### config.mk
export PLATFORM = sky130hd
export DESIGN_NAME = bist_fail_log
export DESIGN_NICKNAME = d
export VERILOG_FILES = /design/src/rtl/bist_pkg.sv /design/src/rtl/fail_fifo.sv /design/src/rtl/bist_fail_log.sv
export SDC_FILE = /design/constraint.sdc
export NUM_CORES = 1
export LEC_CHECK = 0
export CAP_MARGIN = 10
export CORE_UTILIZATION = 25
export DETAILED_ROUTE_END_ITERATION = 8
export PLACE_DENSITY_LB_ADDON = 0.1
export RECOVER_POWER = 100
export SLEW_MARGIN = 20
export SYNTH_ARGS = -nofsm -noshare
export SYNTH_HDL_FRONTEND = slang
export SYNTH_SLANG_ARGS = --single-unit
### constraint.sdc
create_clock -name clk -period 9.83 [get_ports clk]
set_input_delay 1.966 -clock clk [delete_from_list [all_inputs] [get_ports clk]]
set_output_delay 1.966 -clock clk [all_outputs]
set_load 0.02 [all_outputs]
### src/rtl/bist_pkg.sv
// Shared types for the BIST diagnostic fail log: FSM state encoding and
// the layout of one captured failure record.
package bist_pkg;

    localparam int PAT_W  = 3;
    localparam int SIZE   = 6;
    localparam int LENGTH = 8;

    typedef enum logic [1:0] {
        IDLE    = 2'd0,
        LOGGING = 2'd1,
        HOLD    = 2'd2
    } log_state_e;

    // Field order matches rd_entry, MSB first.
    typedef struct packed {
        logic [PAT_W-1:0]  pattern;
        logic [SIZE-1:0]   addr;
        logic [LENGTH-1:0] expected;
        logic [LENGTH-1:0] actual;
    } fail_entry_t;

endpackage

### src/rtl/fail_fifo.sv
// Show-ahead FIFO holding captured failure records. A clear empties it and
// may be combined with a push, which then lands in slot 0.
module fail_fifo #(
    parameter int WIDTH = 25,
    parameter int DEPTH = 4
) (
    input  logic             clk,
    input  logic             rst,
    input  logic             clear,
    input  logic             push,
    input  logic             pop,
    input  logic [WIDTH-1:0] din,
    output logic [WIDTH-1:0] head,
    output logic             full,
    output logic             empty
);

    localparam int AW = $clog2(DEPTH);
    localparam logic [AW:0] PTR_ONE = {{AW{1'b0}}, 1'b1};

    logic [AW:0]      r_wr_ptr;
    logic [AW:0]      r_rd_ptr;
    logic [WIDTH-1:0] r_mem [DEPTH];

    logic             w_pop;
    logic             w_push;
    logic [AW-1:0]    w_wr_idx;

    // Extra pointer MSB tells a full buffer apart from an empty one.
    assign empty = (r_wr_ptr == r_rd_ptr);
    assign full  = (r_wr_ptr[AW] != r_rd_ptr[AW]) &&
                   (r_wr_ptr[AW-1:0] == r_rd_ptr[AW-1:0]);

    assign w_pop    = pop && !empty && !clear;
    assign w_push   = push && (clear || !full || w_pop);
    assign w_wr_idx = clear ? '0 : r_wr_ptr[AW-1:0];

    always_ff @(posedge clk) begin
        if (!rst) begin
            r_wr_ptr <= '0;
            r_rd_ptr <= '0;
        end else if (clear) begin
            r_rd_ptr <= '0;
            r_wr_ptr <= w_push ? PTR_ONE : '0;
        end else begin
            if (w_pop) begin
                r_rd_ptr <= r_rd_ptr + PTR_ONE;
            end
            if (w_push) begin
                r_wr_ptr <= r_wr_ptr + PTR_ONE;
            end
        end
    end

    always_ff @(posedge clk) begin
        if (rst && w_push) begin
            r_mem[w_wr_idx] <= din;
        end
    end

    // Storage is not reset, so an empty FIFO presents zeros instead.
    assign head = empty ? '0 : r_mem[r_rd_ptr[AW-1:0]];

endmodule

### src/rtl/bist_fail_log.sv
// Diagnostic capture stage behind the MBIST top: logs failing compares into
// a small FIFO, counts failures and flags dropped records.
module bist_fail_log
    import bist_pkg::*;
#(
    parameter int SIZE   = 6,
    parameter int LENGTH = 8,
    parameter int DEPTH  = 4,
    parameter int CNT_W  = 8
) (
    input  logic                       clk,
    input  logic                       rst,
    input  logic                       NbarT,
    input  logic                       fail,
    input  logic [PAT_W-1:0]           pattern,
    input  logic [SIZE-1:0]            addr,
    input  logic [LENGTH-1:0]          expected,
    input  logic [LENGTH-1:0]          actual,
    input  logic                       rd_ready,
    output logic                       rd_valid,
    output logic [PAT_W+2*LENGTH+SIZE-1:0] rd_entry,
    output logic [CNT_W-1:0]           fail_count,
    output logic                       overflow,
    output logic                       logging
);

    localparam int EW = PAT_W + 2*LENGTH + SIZE;
    localparam logic [CNT_W-1:0] CNT_ONE = {{(CNT_W-1){1'b0}}, 1'b1};

    log_state_e       r_state;
    logic             r_logging;
    logic [CNT_W-1:0] r_fail_count;
    logic             r_overflow;

    logic             w_clear;
    logic             w_qual;
    logic             w_pop_req;
    logic             w_drop;
    logic             w_full;
    logic             w_empty;
    logic [EW-1:0]    w_din;
    logic [EW-1:0]    w_head;

    // Entering LOGGING from IDLE or HOLD starts a fresh log.
    assign w_clear   = NbarT && (r_state != LOGGING);
    assign w_qual    = fail && NbarT;
    assign w_pop_req = rd_valid && rd_ready;
    assign w_drop    = w_qual && !w_clear && w_full && !w_pop_req;
    assign w_din     = {pattern, addr, expected, actual};

    always_ff @(posedge clk) begin
        if (!rst) begin
            r_state   <= IDLE;
            r_logging <= 1'b0;
        end else begin
            case (r_state)
                IDLE: begin
                    if (NbarT) begin
                        r_state   <= LOGGING;
                        r_logging <= 1'b1;
                    end
                end
                LOGGING: begin
                    if (!NbarT) begin
                        r_state   <= HOLD;
                        r_logging <= 1'b0;
                    end
                end
                HOLD: begin
                    if (NbarT) begin
                        r_state   <= LOGGING;
                        r_logging <= 1'b1;
                    end
                end
                default: begin
                    r_state   <= IDLE;
                    r_logging <= 1'b0;
                end
            endcase
        end
    end

    // Counter includes dropped failures and sticks at its maximum.
    always_ff @(posedge clk) begin
        if (!rst) begin
            r_fail_count <= '0;
        end else if (w_clear) begin
            r_fail_count <= w_qual ? CNT_ONE : '0;
        end else if (w_qual && (r_fail_count != {CNT_W{1'b1}})) begin
            r_fail_count <= r_fail_count + CNT_ONE;
        end
    end

    always_ff @(posedge clk) begin
        if (!rst) begin
            r_overflow <= 1'b0;
        end else if (w_clear) begin
            r_overflow <= 1'b0;
        end else if (w_drop) begin
            r_overflow <= 1'b1;
        end
    end

    fail_fifo #(
        .WIDTH (EW),
        .DEPTH (DEPTH)
    ) u_fail_fifo (
        .clk   (clk),
        .rst   (rst),
        .clear (w_clear),
        .push  (w_qual),
        .pop   (w_pop_req),
        .din   (w_din),
        .head  (w_head),
        .full  (w_full),
        .empty (w_empty)
    );

    assign rd_valid   = !w_empty;
    assign rd_entry   = w_head;
    assign fail_count = r_fail_count;
    assign overflow   = r_overflow;
    assign logging    = r_logging;

endmodule

# Word-level counts from Yosys, hierarchy flattened
# Memory sizes are Yosys's and may differ from the RTL's. A register that Yosys moved wholly into a read port is not among the register bits.
# Index checks and enable logic that the tools add are counted.
# op_classes
eq_ne	9
n_bitwise	1
n_reduce_logical	24
add_sub_neg	3
muxes	18
# ops
cell	n
$mux W25	1
$mux W8	2
$logic_and A1 B1 Y1	12
$mux W2	5
$add A8 B1 Y8 const B	1
$ne A8 B8 Y1 const B	1
$add A3 B1 Y3 const B	2
$mux W1	6
$mux W3	2
$logic_not A1 Y1	4
$ne A2 B1 Y1 const B	2
$pmux W2 S2	1
$reduce_bool A2 Y1	2
$reduce_or A2 Y1	2
$eq A3 B3 Y1	1
$eq A2 B1 Y1 const B	1
$eq A2 B2 Y1	1
$eq A2 B2 Y1 const B	1
$logic_not A2 Y1	1
$logic_or A1 B1 Y1	2
$ne A2 B2 Y1 const B	1
$pmux W1 S2	1
$reduce_and A2 Y1	1
$ne A1 B1 Y1	1
$not A1 Y1	1
# word_totals
mem_bits_rw	100
memories	1
in_bits	30
register_bits	18
out_inout_bits	36
word_cells	62
# mem_list
memory	depth	word_bits	read_ports	rd_clocked_by_memory_dff	wr	line	text
u_fail_fifo.r_mem	4	25	1	1	1	fail_fifo.sv:23	logic [WIDTH-1:0] r_mem [DEPTH];

# Depth between registers and ports, before layout
# Gate-level depths: netlist (run 1).
# depth
word_depth	10
ltp_mapped	5
ltp_nobuf	5

# Cells and area by module
# A second synthesis (run 1) with hierarchy kept.
# unflattened
hier_cells	279
area_unflattened_um2	4875.9
# modules_own_cells
module	cells_each	instances	area_each_um2	seq_area_each_um2
fail_fifo	214	1	4281.6	3163.0
bist_fail_log	65	1	594.3	240.2

# Least setup slack after synthesis (run 1)
# No wires, ideal clock.
# synth_path
kind	in2reg
start	input port NbarT
end	memory u_fail_fifo.r_mem[2][0], enable pin
arrival_time_ns	5.197
path_slack_ns	4.162
required_ns	9.360
n_path_buf	1
setup_time_ns	0.470
path_stages	5
path_cell_list	buf_4 -> inv_1 -> o211a_4 -> a21o_1 -> nor4_1
# synth_via
elab_chain_cells	8
word_cells_on_any_way	11
classes_between	3 x mux; 8 x reduce/logical
# synth_rtl
element	line	text
start: declaration	bist_fail_log.sv:13	input logic NbarT,
$logic_and A1 B1 Y1	bist_fail_log.sv:45	assign w_clear = NbarT && (r_state != LOGGING);
$logic_not A1 Y1	fail_fifo.sv:34	assign w_pop = pop && !empty && !clear;
$logic_and A1 B1 Y1	fail_fifo.sv:34	
$logic_or A1 B1 Y1	fail_fifo.sv:35	assign w_push = push && (clear || !full || w_pop);
$logic_and A1 B1 Y1	fail_fifo.sv:35	
$logic_and A1 B1 Y1	fail_fifo.sv:56	if (rst && w_push) begin
$mux W1	fail_fifo.sv:56	
$mux W1 (implied by the code)	fail_fifo.sv:57	r_mem[w_wr_idx] <= din;
end: declaration	fail_fifo.sv:23	
# Parallel ways exist; a longest one is shown, timed or not.

# Final worst setup path (run 1)
# layout_path
start	register u_fail_fifo.r_wr_ptr[0]
end	output port rd_entry[4]
# layout_via
elab_chain_cells	2
# layout_rtl
element	line	text
start: declaration	fail_fifo.sv:21	logic [AW:0] r_wr_ptr;
start signal: assignment	fail_fifo.sv:44	r_wr_ptr <= w_push ? PTR_ONE : '0;
start signal: assignment	fail_fifo.sv:50	r_wr_ptr <= r_wr_ptr + PTR_ONE;
$eq A3 B3 Y1	fail_fifo.sv:30	assign empty = (r_wr_ptr == r_rd_ptr);
$mux W25	fail_fifo.sv:62	assign head = empty ? '0 : r_mem[r_rd_ptr[AW-1:0]];
end: declaration	bist_fail_log.sv:21	output logic [PAT_W+2*LENGTH+SIZE-1:0] rd_entry,
# Every way passes these cells.

==> impl_summary.txt, run 1 <==
----------------------------------------------------
[Clock tree]
  Maximum clock insertion buffer count ... 2
  Quantity of gates resized following cts ... 0
  TritonCTS sink count ... 120
  TritonCTS Buffers ... 17
  Number of setup buffers added after CTS ... 0
  Master cell of the clock root buffer ... sky130_fd_sc_hd__clkbuf_16
  # hold bufs at CTS ... 0
  H-tree levels ... 4
  Clock transition at the register clock pins on the worst setup and hold paths after CTS ... around 0.050 ns
  Insertion delay of the later-clocked pin in the worst-skew pair ... around 0.40 ns
  CTS tree ... done

[Layout]
  Fraction of final layout cells with drive strength greater than 1 ... 0.1545
  Final Net Count ... a little under 400
  Number of fill cells in the layout ... between 1500 and 2000
  Diode insertion count for antenna repair ... 0
  Commonest non-fill, non-tap cells in the layout ... 100 x sky130_fd_sc_hd__edfxtp_1, 61 x sky130_fd_sc_hd__dlygate4sd3_1, 26 x sky130_fd_sc_hd__nor2b_1
  Leading cell type in the layout, fill and taps excluded ... sky130_fd_sc_hd__edfxtp_1
  Growth of design area from synthesis to finish ... 31.72%

[Hold path]
  End of the worst hold path ... u_fail_fifo.r_wr_ptr[2]
  Type of the most critical hold path ... reg2reg
  Hold Crit Start ... u_fail_fifo.r_wr_ptr[2]
  Hold-critical path depth ... 2

[Timing]
  Upper clock frequency limit ... roughly 0.17 GHz
  RSZ-0062 raised after global routing ... no
  Minimum period implied by the final worst setup slack ... 5.892 ns
  Headroom to the max-slew limit ... -0.5019
  Summed negative setup slack over all endpoints ... 0 ns
  Final-report max-slew violation count ... a little under 100
  Final number of setup-violating endpoints ... 0
  Share of the clock period used by the worst path ... 0.5994
  Layout Skew ... between 0.009 and 0.01 ns
  Transition time at the pin with the least slew margin ... between 2 and 2.5 ns
  Hold Vio Cnt, Final ... 0

[Critical path]
  Library cell contributing the largest single delay on the critical path ... sky130_fd_sc_hd__nor3_1
  Crit path cell chain ... xor2_2 -> nor3_1 -> clkbuf_1 -> nor2b_1 -> dlygate4sd3_1
  Worst R2R Path Depth ... 5
  Worst R2R Start ... u_fail_fifo.r_wr_ptr[1]
  Worst R2R End ... u_fail_fifo.r_mem[0][14]
  R2R setup slack ... around 6.0 ns
  Class of the most critical setup path ... reg2out
  Data required time of the worst path ... between 7 and 8 ns
  Largest stage delay on the critical path ... about 1.3 ns
  Launching element type of the critical path ... flip-flop
  Worst setup EP type ... output pin
  Launch point of the worst path ... u_fail_fifo.r_wr_ptr[0]
  Critical path fanouts, max ... 15
  Critical path arrival ... roughly 3.9 ns

[GRT]
  Initial antenna violation count ... 0
  Number of global-route vias before repair ... a little under 3000
  Remaining global-route overflow ... 0
  Total routing resource utilization after global routing ... 0.1139
  Pin count of the biggest net entering global routing ... 26
  First-pass GRT wire length ... approximately 16000 um

[Floorplanning]
  Area of the die ... just under 0.02 mm2
  Number of placement rows ... 50
  Initial Util ... 0.2558
  Chip width ... 140.6 um
  Vertical extent of the die ... around 140 um
  Top-Level Pins ... 66
  Core footprint ... roughly 0.019 mm2

[Place]
  HPWL Detailed ... around 6500 um
  Number of I/O port buffers ... 65
  Final weighted congestion in routability-driven placement ... about 0.76

[Run status]
  Status ... finished with violations
  Violations in the final reports ... max-capacitance violations, max-slew violations

[Detailed routing]
  First-pass detailed-route iteration total ... 4
  Number of nets still failing antenna checks after routing ... 0
  Via count ... ~2700
  Iteration-0 DRC count of the detailed router ... between 100 and 150
  WL final ... around 10000 um
  DRC ... 0
  Detailed-route wire length per cell ... 17.40 um
  Vias per std cell ... about 4.6

[Synth]
  Number of synthesis warnings ... 0
  Register area share after synthesis ... 0.7089
  Post-synth net total ... between 300 and 400
  Synthesized flop and latch total ... 120
  Simple-gate portion of the synthesized area ... 0.07845
  Post-synthesis cell type count ... 42
  Cell Area, Synth ... around 0.0048 mm2
  Adder-cell share of the synthesized area ... 0.007819
  Synth Area in Compound Gates ... 0.04795
  Synthesized-area fraction occupied by xor and xnor cells ... 0.01772
  Largest family of logic cells by synthesized area ... multiplexers
  Multiplexer area fraction after synthesis ... 0.1235
  Mean cell area of the mapped netlist ... 17.46 um2
  Gate Count Post-Synth ... 275

[Power and ir drop]
  Peak supply drop ... about 0.00011 V
  Power per standard cell area ... 200.4 mW/mm2
  Static leakage ... between 2 and 2.5 nW
  Overall power after layout ... around 1.3 mW

[Flow run]
  Maxcap violations ... 5

----------------------------------------------------
-- registers in the layout (all words and copies together), names as in the netlist, named ones only --
signal,count
r_state,2
logging,1
u_fail_fifo.r_wr_ptr,3
fail_count,8
overflow,1
u_fail_fifo.r_mem,100
u_fail_fifo.r_rd_ptr,3
-- layer usage --
metal	part of all wire	track usage	vias to the layer above
met4	0.013	0.04291	0
li1	-	-	1246
met5	0	0	-
met2	0.49	0.1866	61
met3	0.036	0.03906	10
met1	0.46	0.1389	1431
-- kinds of logic (layout without fill, tap and decap cells) --
| kind of cell | Yosys count | in the layout |
|---|---|---|
| compound gates | 31 | 31 |
| xor+xnor | 8 | 8 |
| fa+ha+maj | 3 | 3 |
| buf+inv | 18 | 112 |
| flops | 120 | 120 |
| mux | 28 | 28 |
| simple gates | 67 | 67 |
-- critical path, delay by kind of cell (launching register included) --
kind,cells,cell delay (ns)
xor gates and xnor gates,1,0.16
buffers and inverters,2,1.38
DFF,1,0.47
and+or+nand+nor,2,1.50
-- where the power goes --
group / total, mW / internal, mW / switching (mW)
sequential: 0.564 / 0.558 / 0.00633
clock: 0.625 / 0.420 / 0.205
combinational: 0.0783 / 0.0358 / 0.0425
-- cell usage after synthesis (all sizes together) --
library cell	number	area (um2)
edfxtp	100	3003
nor2b	26	162.7
mux4	25	563.0
dfxtp	20	400.4
nor2	10	37.54
a21oi	8	40.04
inv	8	30.03
o21ai	8	43.79
nand2	7	26.28
clkbuf	6	22.52
xor2	6	67.56
nor3	5	30.03
buf	4	22.52
nand3	4	20.02
ha	3	37.54
mux2i	3	30.03
nand4	3	18.77
nor4	3	18.77
or3	3	18.77
a31oi	2	12.51
and4	2	17.52
o211ai	2	15.01
o31ai	2	15.01
xnor2	2	17.52
a2111o	1	11.26
a2111oi	1	27.53
a211oi	1	7.510
a21o	1	7.510
a22oi	1	7.510
a2bb2oi	1	8.760
and2	1	6.260
and3	1	6.260
nand2b	1	6.260
o211a	1	17.52
o21a	1	7.510
o311ai	1	8.760
or4	1	7.510
-- how the worst max path moves through the flow --
| stage | cells past startpoint | slack (ns) | to |
|---|---|---|---|
| after floorplan | 5 | 4.16 | u_fail_fifo.r_mem[2][0] |
| after global placement | 6 | 4.73 | u_fail_fifo.r_mem[0][8] |
| after detailed placement | 6 | 4.62 | u_fail_fifo.r_mem[0][6] |
| after CTS | 3 | 4.99 | rd_entry[3] |
| after global routing | 5 | 3.39 | rd_entry[4] |
| final | 5 | 3.94 | rd_entry[4] |
-- cell type report --
class / instances / area, um2 / area share
Sequential cell: 120 / 3407 / 0.5388
Tap cell: 234 / 292.8 / 0.04630
Clock buffer: 21 / 440.4 / 0.06965
Multi-Input combinational cell: 137 / 1319 / 0.2085
Timing Repair Buffer: 72 / 680.7 / 0.1076
Inverter: 8 / 30.03 / 0.004749
Clock inverter: 11 / 153.9 / 0.02434
-- stage by stage --
| step | worst slack (ns) | area [um2] | utilization | std cells | hold slack, ns |
|---|---|---|---|---|---|
| after floorplan | 4.162 | 4801 | - | 275 | 0.4604 |
| after global placement | 4.725 | 5783 | 0.3081 | 571 | 0.4919 |
| after detailed placement | 4.621 | 5783 | 0.3081 | 571 | 0.4801 |
| after CTS | 4.994 | 6377 | 0.3398 | 603 | 0.4876 |
| after global routing | 3.387 | 6324 | 0.3369 | 603 | 0.4968 |
| final | 3.938 | 6324 | 0.3369 | 603 | 0.4935 |
Power figures use the tool's default switching activity.
==> run 2: changes to the inputs <==
==> constraint.sdc (replaced) <==
create_clock -name clk -period 5.64 [get_ports clk]
set_input_delay 1.128 -clock clk [delete_from_list [all_inputs] [get_ports clk]]
set_output_delay 1.128 -clock clk [all_outputs]
set_load 0.02 [all_outputs]
==> impl_summary.txt, run 2 (synthesis results as in run 1) <==
----------------------------------------------------
[Run status]
  Status ... finished with violations
  Violations in the final reports ... max-capacitance violations, max-slew violations

[Critical path]
  Critical path arrival ... 4.39 ns (+0.46 ns)
  Worst setup EP type ... flip-flop
  Cell family with most CP delay ... compound AO/OA/AOI/OAI gates
  Worst path bufs/invs ... 3 (+1)
  Critical path fanouts, max ... 17 (+2)
  Data required time of the worst path ... 5.65 ns (-2.21 ns)
  Crit path cell chain ... dlygate4sd3_1 -> inv_1 -> o21ai_0 -> nor4_1 -> clkbuf_1
  Launching element type of the critical path ... input port
  Library cell contributing the largest single delay on the critical path ... sky130_fd_sc_hd__o21ai_0
  Class of the most critical setup path ... in2reg
  Largest stage delay on the critical path ... 1.62 ns (+0.29 ns)

[Place]
  HPWL Detailed ... 6541 um (+0.25%)
  Number of I/O port buffers ... 65 (unchanged)
  Final weighted congestion in routability-driven placement ... 0.7138 (-6.3%)

[Timing]
  Hold Vio Cnt, Final ... 0 (unchanged)
  Minimum period implied by the final worst setup slack ... 4.379 ns
  Headroom to the max-slew limit ... -0.4066 (+0.09529)
  RSZ-0062 raised after global routing ... no
  Final-report max-slew violation count ... 44 (-55%)
  Transition time at the pin with the least slew margin ... 2.088 ns (-0.1414 ns)
  Summed negative setup slack over all endpoints ... 0 ns (unchanged)
  Upper clock frequency limit ... 0.2284 GHz
  Final number of setup-violating endpoints ... 0 (unchanged)
  Share of the clock period used by the worst path ... 0.7764
  Layout Skew ... 0.01114 ns (+0.001716 ns)

[Layout]
  Leading cell type in the layout, fill and taps excluded ... sky130_fd_sc_hd__edfxtp_1
  Largest register FFs ... 100 (unchanged)
  Number of fill cells in the layout ... 1850 (+1.1%)
  Fraction of final layout cells with drive strength greater than 1 ... 0.1563 (+0.001863)
  Final Net Count ... 391 (+0.51%)
  Growth of design area from synthesis to finish ... 30.36%
  Share of the core filled with cells in the final layout ... 0.3335 (-0.003466)
  Commonest non-fill, non-tap cells in the layout ... 100 x sky130_fd_sc_hd__edfxtp_1, 60 x sky130_fd_sc_hd__dlygate4sd3_1, 26 x sky130_fd_sc_hd__nor2b_1
  Largest Register ... u_fail_fifo.r_mem
  Diode insertion count for antenna repair ... 0 (unchanged)

[Floorplanning]
  Chip width ... 140.6 um (unchanged)
  Core footprint ... 0.01877 mm2 (unchanged)
  Number of placement rows ... 50 (unchanged)
  Area of the die ... 0.01976 mm2 (unchanged)
  Initial Util ... 0.2558 (unchanged)
  Vertical extent of the die ... 140.6 um (unchanged)
  Top-Level Pins ... 66 (unchanged)

[Clock tree]
  Master cell of the clock root buffer ... sky130_fd_sc_hd__clkbuf_16
  # hold bufs at CTS ... 0 (unchanged)
  Clock transition at the register clock pins on the worst setup and hold paths after CTS ... 0.06 ns (about the same)
  Number of setup buffers added after CTS ... 0 (unchanged)
  CTS tree ... done
  Insertion delay of the later-clocked pin in the worst-skew pair ... 0.41 ns (about the same)
  Maximum clock insertion buffer count ... 2 (unchanged)
  Quantity of gates resized following cts ... 0 (unchanged)
  TritonCTS Buffers ... 17 (unchanged)
  H-tree levels ... 4 (unchanged)
  TritonCTS sink count ... 120 (unchanged)

[Power and ir drop]
  Peak supply drop ... 0.0002101 V (+94%)
  Power per standard cell area ... 331.5 mW/mm2 (+65%)
  Static leakage ... 2.089 nW (-0.84%)

[Detailed routing]
  Iteration-0 DRC count of the detailed router ... 110 (-9.1%)
  Number of nets still failing antenna checks after routing ... 0 (unchanged)
  First-pass detailed-route iteration total ... 4 (unchanged)
  WL final ... 10570 um (+0.73%)
  Via count ... 2709 (-1.4%)
  Vias per std cell ... 4.478 (-1.7%)
  DRC ... 0 (unchanged)
  Detailed-route wire length per cell ... 17.47 um (+0.40%)

[Flow run]
  Maxcap violations ... 2 (-3)

[GRT]
  Total routing resource utilization after global routing ... 0.1188 (+0.004940)
  First-pass GRT wire length ... 16990 um (+4.1%)
  Initial antenna violation count ... 0 (unchanged)
  Pin count of the biggest net entering global routing ... 26 (unchanged)
  Remaining global-route overflow ... 0 (unchanged)
  Number of global-route vias before repair ... 2949 (+0.99%)

[Hold path]
  Type of the most critical hold path ... reg2reg

----------------------------------------------------
-- run 2: final timing paths --
kind	endpoint	startpoint	slack, ns	cells past startpoint
worst max-delay path	u_fail_fifo.r_mem[2][4]	NbarT	1.26	5
worst min-delay path	overflow	overflow	0.50	2
worst max register to register	u_fail_fifo.r_mem[2][4]	r_state[0]	2.38	4
worst min register to register	overflow	overflow	0.50	2
-- run 2: cell type report --
| cell class | count | area [um2] | share of cell area |
|---|---|---|---|
| Clock buffer | 21 | 440.4 | 0.07037 |
| Timing Repair Buffer | 74 | 688.2 | 0.1100 |
| Tap cell | 234 | 292.8 | 0.04678 |
| Clock inverter | 11 | 82.58 | 0.01319 |
| Sequential cell | 120 | 3407 | 0.5444 |
| Multi-Input combinational cell | 137 | 1318 | 0.2105 |
| Inverter | 8 | 30.03 | 0.004798 |
-- run 2: worst reg2reg max path, cell delays in order, from the launching register on --
cell                       delay [ns]
sky130_fd_sc_hd__dfxtp_1         0.36
sky130_fd_sc_hd__nor2b_1         0.20
sky130_fd_sc_hd__o21ai_0         1.58
sky130_fd_sc_hd__nor4_1          0.20
sky130_fd_sc_hd__clkbuf_1        0.51
-- run 2: through the flow --
stage | worst slack [ns] | instances | instance area, um2 | hold WS (ns) | total power [mW]
after floorplan | 0.8104 | 275 | 4801 | 0.4604 | 1.072
after global placement | 2.073 | 573 | 5798 | 0.4913 | 1.153
after detailed placement | 2.046 | 573 | 5798 | 0.4760 | 1.154
after CTS | 1.644 | 605 | 6321 | 0.5023 | 2.124
after global routing | 0.8805 | 605 | 6259 | 0.5371 | 2.164
final | 1.261 | 605 | 6259 | 0.4997 | 2.075
-- run 2: metal layers --
metal,up-vias,part of all wire,track usage
li1,1252,-,-
met1,1378,0.46,0.1463
met2,65,0.48,0.1892
met3,14,0.042,0.03974
met4,0,0.015,0.05492
met5,-,0,0
-- run 2: where the power goes --
part	total [mW]	switching, mW	internal, mW
registers	0.983	0.0108	0.972
logic	0.136	0.0735	0.0630
clock network	0.955	0.360	0.596
total	2.07	0.444	1.63
==> run 3: changes to the inputs <==
==> constraint.sdc (replaced) <==
create_clock -name clk -period 3.5 [get_ports clk]
set_input_delay 0.7 -clock clk [delete_from_list [all_inputs] [get_ports clk]]
set_output_delay 0.7 -clock clk [all_outputs]
set_load 0.02 [all_outputs]
==> impl_summary.txt, run 3 (synthesis results as in run 1) <==
----------------------------------------------------
[Detailed routing]
  Vias per std cell ... 4.399 (-1.8%)
  Via count ... 2692 (-0.63%)
  First-pass detailed-route iteration total ... 4 (unchanged)
  WL final ... 10500 um (-0.65%)
  Iteration-0 DRC count of the detailed router ... 70 (-36%)
  Number of nets still failing antenna checks after routing ... 0 (unchanged)
  Detailed-route wire length per cell ... 17.16 um (-1.8%)
  DRC ... 0 (unchanged)

[Timing]
  Final-report max-slew violation count ... 0 (-100%)
  Headroom to the max-slew limit ... 0.3800 (+0.7866)
  Layout Skew ... 0.006438 ns (-0.004702 ns)
  Final number of setup-violating endpoints ... 0 (unchanged)
  Upper clock frequency limit ... a little over 0.3 GHz
  Share of the clock period used by the worst path ... 0.9159
  Hold Vio Cnt, Final ... 0 (unchanged)
  RSZ-0062 raised after global routing ... no
  Minimum period implied by the final worst setup slack ... 3.206 ns
  Transition time at the pin with the least slew margin ... 0.9300 ns (-1.158 ns)

[Layout]
  Area of all placed cells without fillers ... 0.006432 mm2 (+2.8%)
  Leading cell type in the layout, fill and taps excluded ... sky130_fd_sc_hd__edfxtp_1
  Final Net Count ... 398 (+1.8%)
  Final Instance Count excl. Fillers ... 612 (+1.2%)
  Growth of design area from synthesis to finish ... 33.98%
  Largest Register ... u_fail_fifo.r_mem
  Diode insertion count for antenna repair ... 0 (unchanged)
  Commonest non-fill, non-tap cells in the layout ... 100 x sky130_fd_sc_hd__edfxtp_1, 47 x sky130_fd_sc_hd__dlygate4sd3_1, 26 x sky130_fd_sc_hd__nor2b_1
  Number of fill cells in the layout ... 1814 (-1.9%)
  Largest register FFs ... 100 (unchanged)
  Fraction of final layout cells with drive strength greater than 1 ... 0.1825 (+0.02621)

[Clock tree]
  TritonCTS sink count ... 120 (unchanged)
  H-tree levels ... 4 (unchanged)
  Clock transition at the register clock pins on the worst setup and hold paths after CTS ... 0.06 ns (about the same)
  Number of setup buffers added after CTS ... 0 (unchanged)
  TritonCTS Buffers ... 17 (unchanged)
  Maximum clock insertion buffer count ... 2 (unchanged)
  CTS tree ... done
  # hold bufs at CTS ... 0 (unchanged)
  Insertion delay of the later-clocked pin in the worst-skew pair ... 0.41 ns (about the same)
  Quantity of gates resized following cts ... 0 (unchanged)
  Master cell of the clock root buffer ... sky130_fd_sc_hd__clkbuf_16

[GRT]
  Global routing usage on met3 ... 0.03499 (-0.004755)
  Remaining global-route overflow ... 0 (unchanged)
  Initial antenna violation count ... 0 (unchanged)
  Total routing resource utilization after global routing ... 0.1155 (-0.003325)
  First-pass GRT wire length ... 16390 um (-3.5%)
  Gr busiest metal ... met2
  Global-route track usage on met1 ... 0.1411 (-0.005194)
  Met2 layer usage reported by global route ... 0.1874 (-0.001842)
  Pin count of the biggest net entering global routing ... 17 (-35%)
  Number of global-route vias before repair ... 2843 (-3.6%)

[Floorplanning]
  Core footprint ... 0.01877 mm2 (unchanged)
  Top-Level Pins ... 66 (unchanged)
  Area of the die ... 0.01976 mm2 (unchanged)
  Chip width ... 140.6 um (unchanged)
  Number of placement rows ... 50 (unchanged)
  Initial Util ... 0.2558 (unchanged)
  Vertical extent of the die ... 140.6 um (unchanged)

[Place]
  Final weighted congestion in routability-driven placement ... 0.7263 (+1.8%)
  HPWL Detailed ... 6835 um (+4.5%)
  Number of I/O port buffers ... 65 (unchanged)
  Number of placed instances, taps included ... 580 (+1.2%)
  Post-detailed-placement cell area ... 0.005851 mm2 (+0.91%)

[Critical path]
  Launching element type of the critical path ... flip-flop
  Data required time of the worst path ... 2.80 ns (-2.85 ns)
  Class of the most critical setup path ... reg2out
  Critical path fanouts, max ... 15 (-2)
  Critical path arrival ... 2.51 ns (-1.88 ns)
  Worst setup EP type ... output pin

[Flow run]
  Maxcap violations ... 0 (-2)

[Power and ir drop]
  Peak supply drop ... 0.0003041 V (+45%)
  Power per standard cell area ... 579.7 mW/mm2 (+75%)
  Overall power after layout ... 3.729 mW (+80%)
  Static leakage ... 2.132 nW (+2.1%)

[Run status]
  Status ... complete, no violations

[Hold path]
  Type of the most critical hold path ... reg2reg

----------------------------------------------------
run 3: final timing paths:
check / start / endpoint / slack [ns] / cells past startpoint
worst max-delay path: u_fail_fifo.r_wr_ptr[1] / rd_entry[4] / 0.29 / 5
worst min-delay path: logging / logging / 0.49 / 2
worst max register to register: u_fail_fifo.r_rd_ptr[0] / u_fail_fifo.r_mem[2][22] / 0.78 / 5
worst min register to register: logging / logging / 0.49 / 2
run 3: layer usage:
layer | up-vias | part of all wire
met5 | - | 0
met4 | 0 | 0.017
met3 | 13 | 0.037
met2 | 55 | 0.49
met1 | 1351 | 0.46
li1 | 1273 | -
run 3: final cells by class:
| class | count | area (um2) | area share |
|---|---|---|---|
| sequential | 120 | 3405 | 0.5293 |
| timing repair buffer | 81 | 737.0 | 0.1146 |
| tap | 234 | 292.8 | 0.04552 |
| multi-input combinational | 137 | 1318 | 0.2048 |
| inverter | 8 | 30.03 | 0.004668 |
| clock buffer | 18 | 429.2 | 0.06672 |
| clock inverter | 14 | 221.5 | 0.03443 |
run 3: per-stage QoR:
step	setup TNS, ns	setup slack [ns]	utilization	hold WS [ns]
finish	0	0.2944	0.3427	0.4886
global placement	0	0.5525	0.3117	0.4866
detailed placement	0	0.5781	0.3117	0.4944
floorplan	-72.36	-0.9016	-	0.4604
CTS	0	0.1891	0.3464	0.5031
global route	0	0.07555	0.3427	0.5250
run 3: power breakdown:
part	internal [mW]	switching, mW	total, mW
Clock	1.27	0.648	1.92
Combinational	0.110	0.128	0.238
Sequential	1.56	0.00920	1.57
run 3: critical path: stages, from the launching register on:
cell and delay, ns:
sky130_fd_sc_hd__dfxtp_1 0.44, sky130_fd_sc_hd__xor2_2 0.17, sky130_fd_sc_hd__nor3_4 0.54, sky130_fd_sc_hd__buf_4 0.33, sky130_fd_sc_hd__nor2b_1 0.07, sky130_fd_sc_hd__clkdlybuf4s50_1 0.54
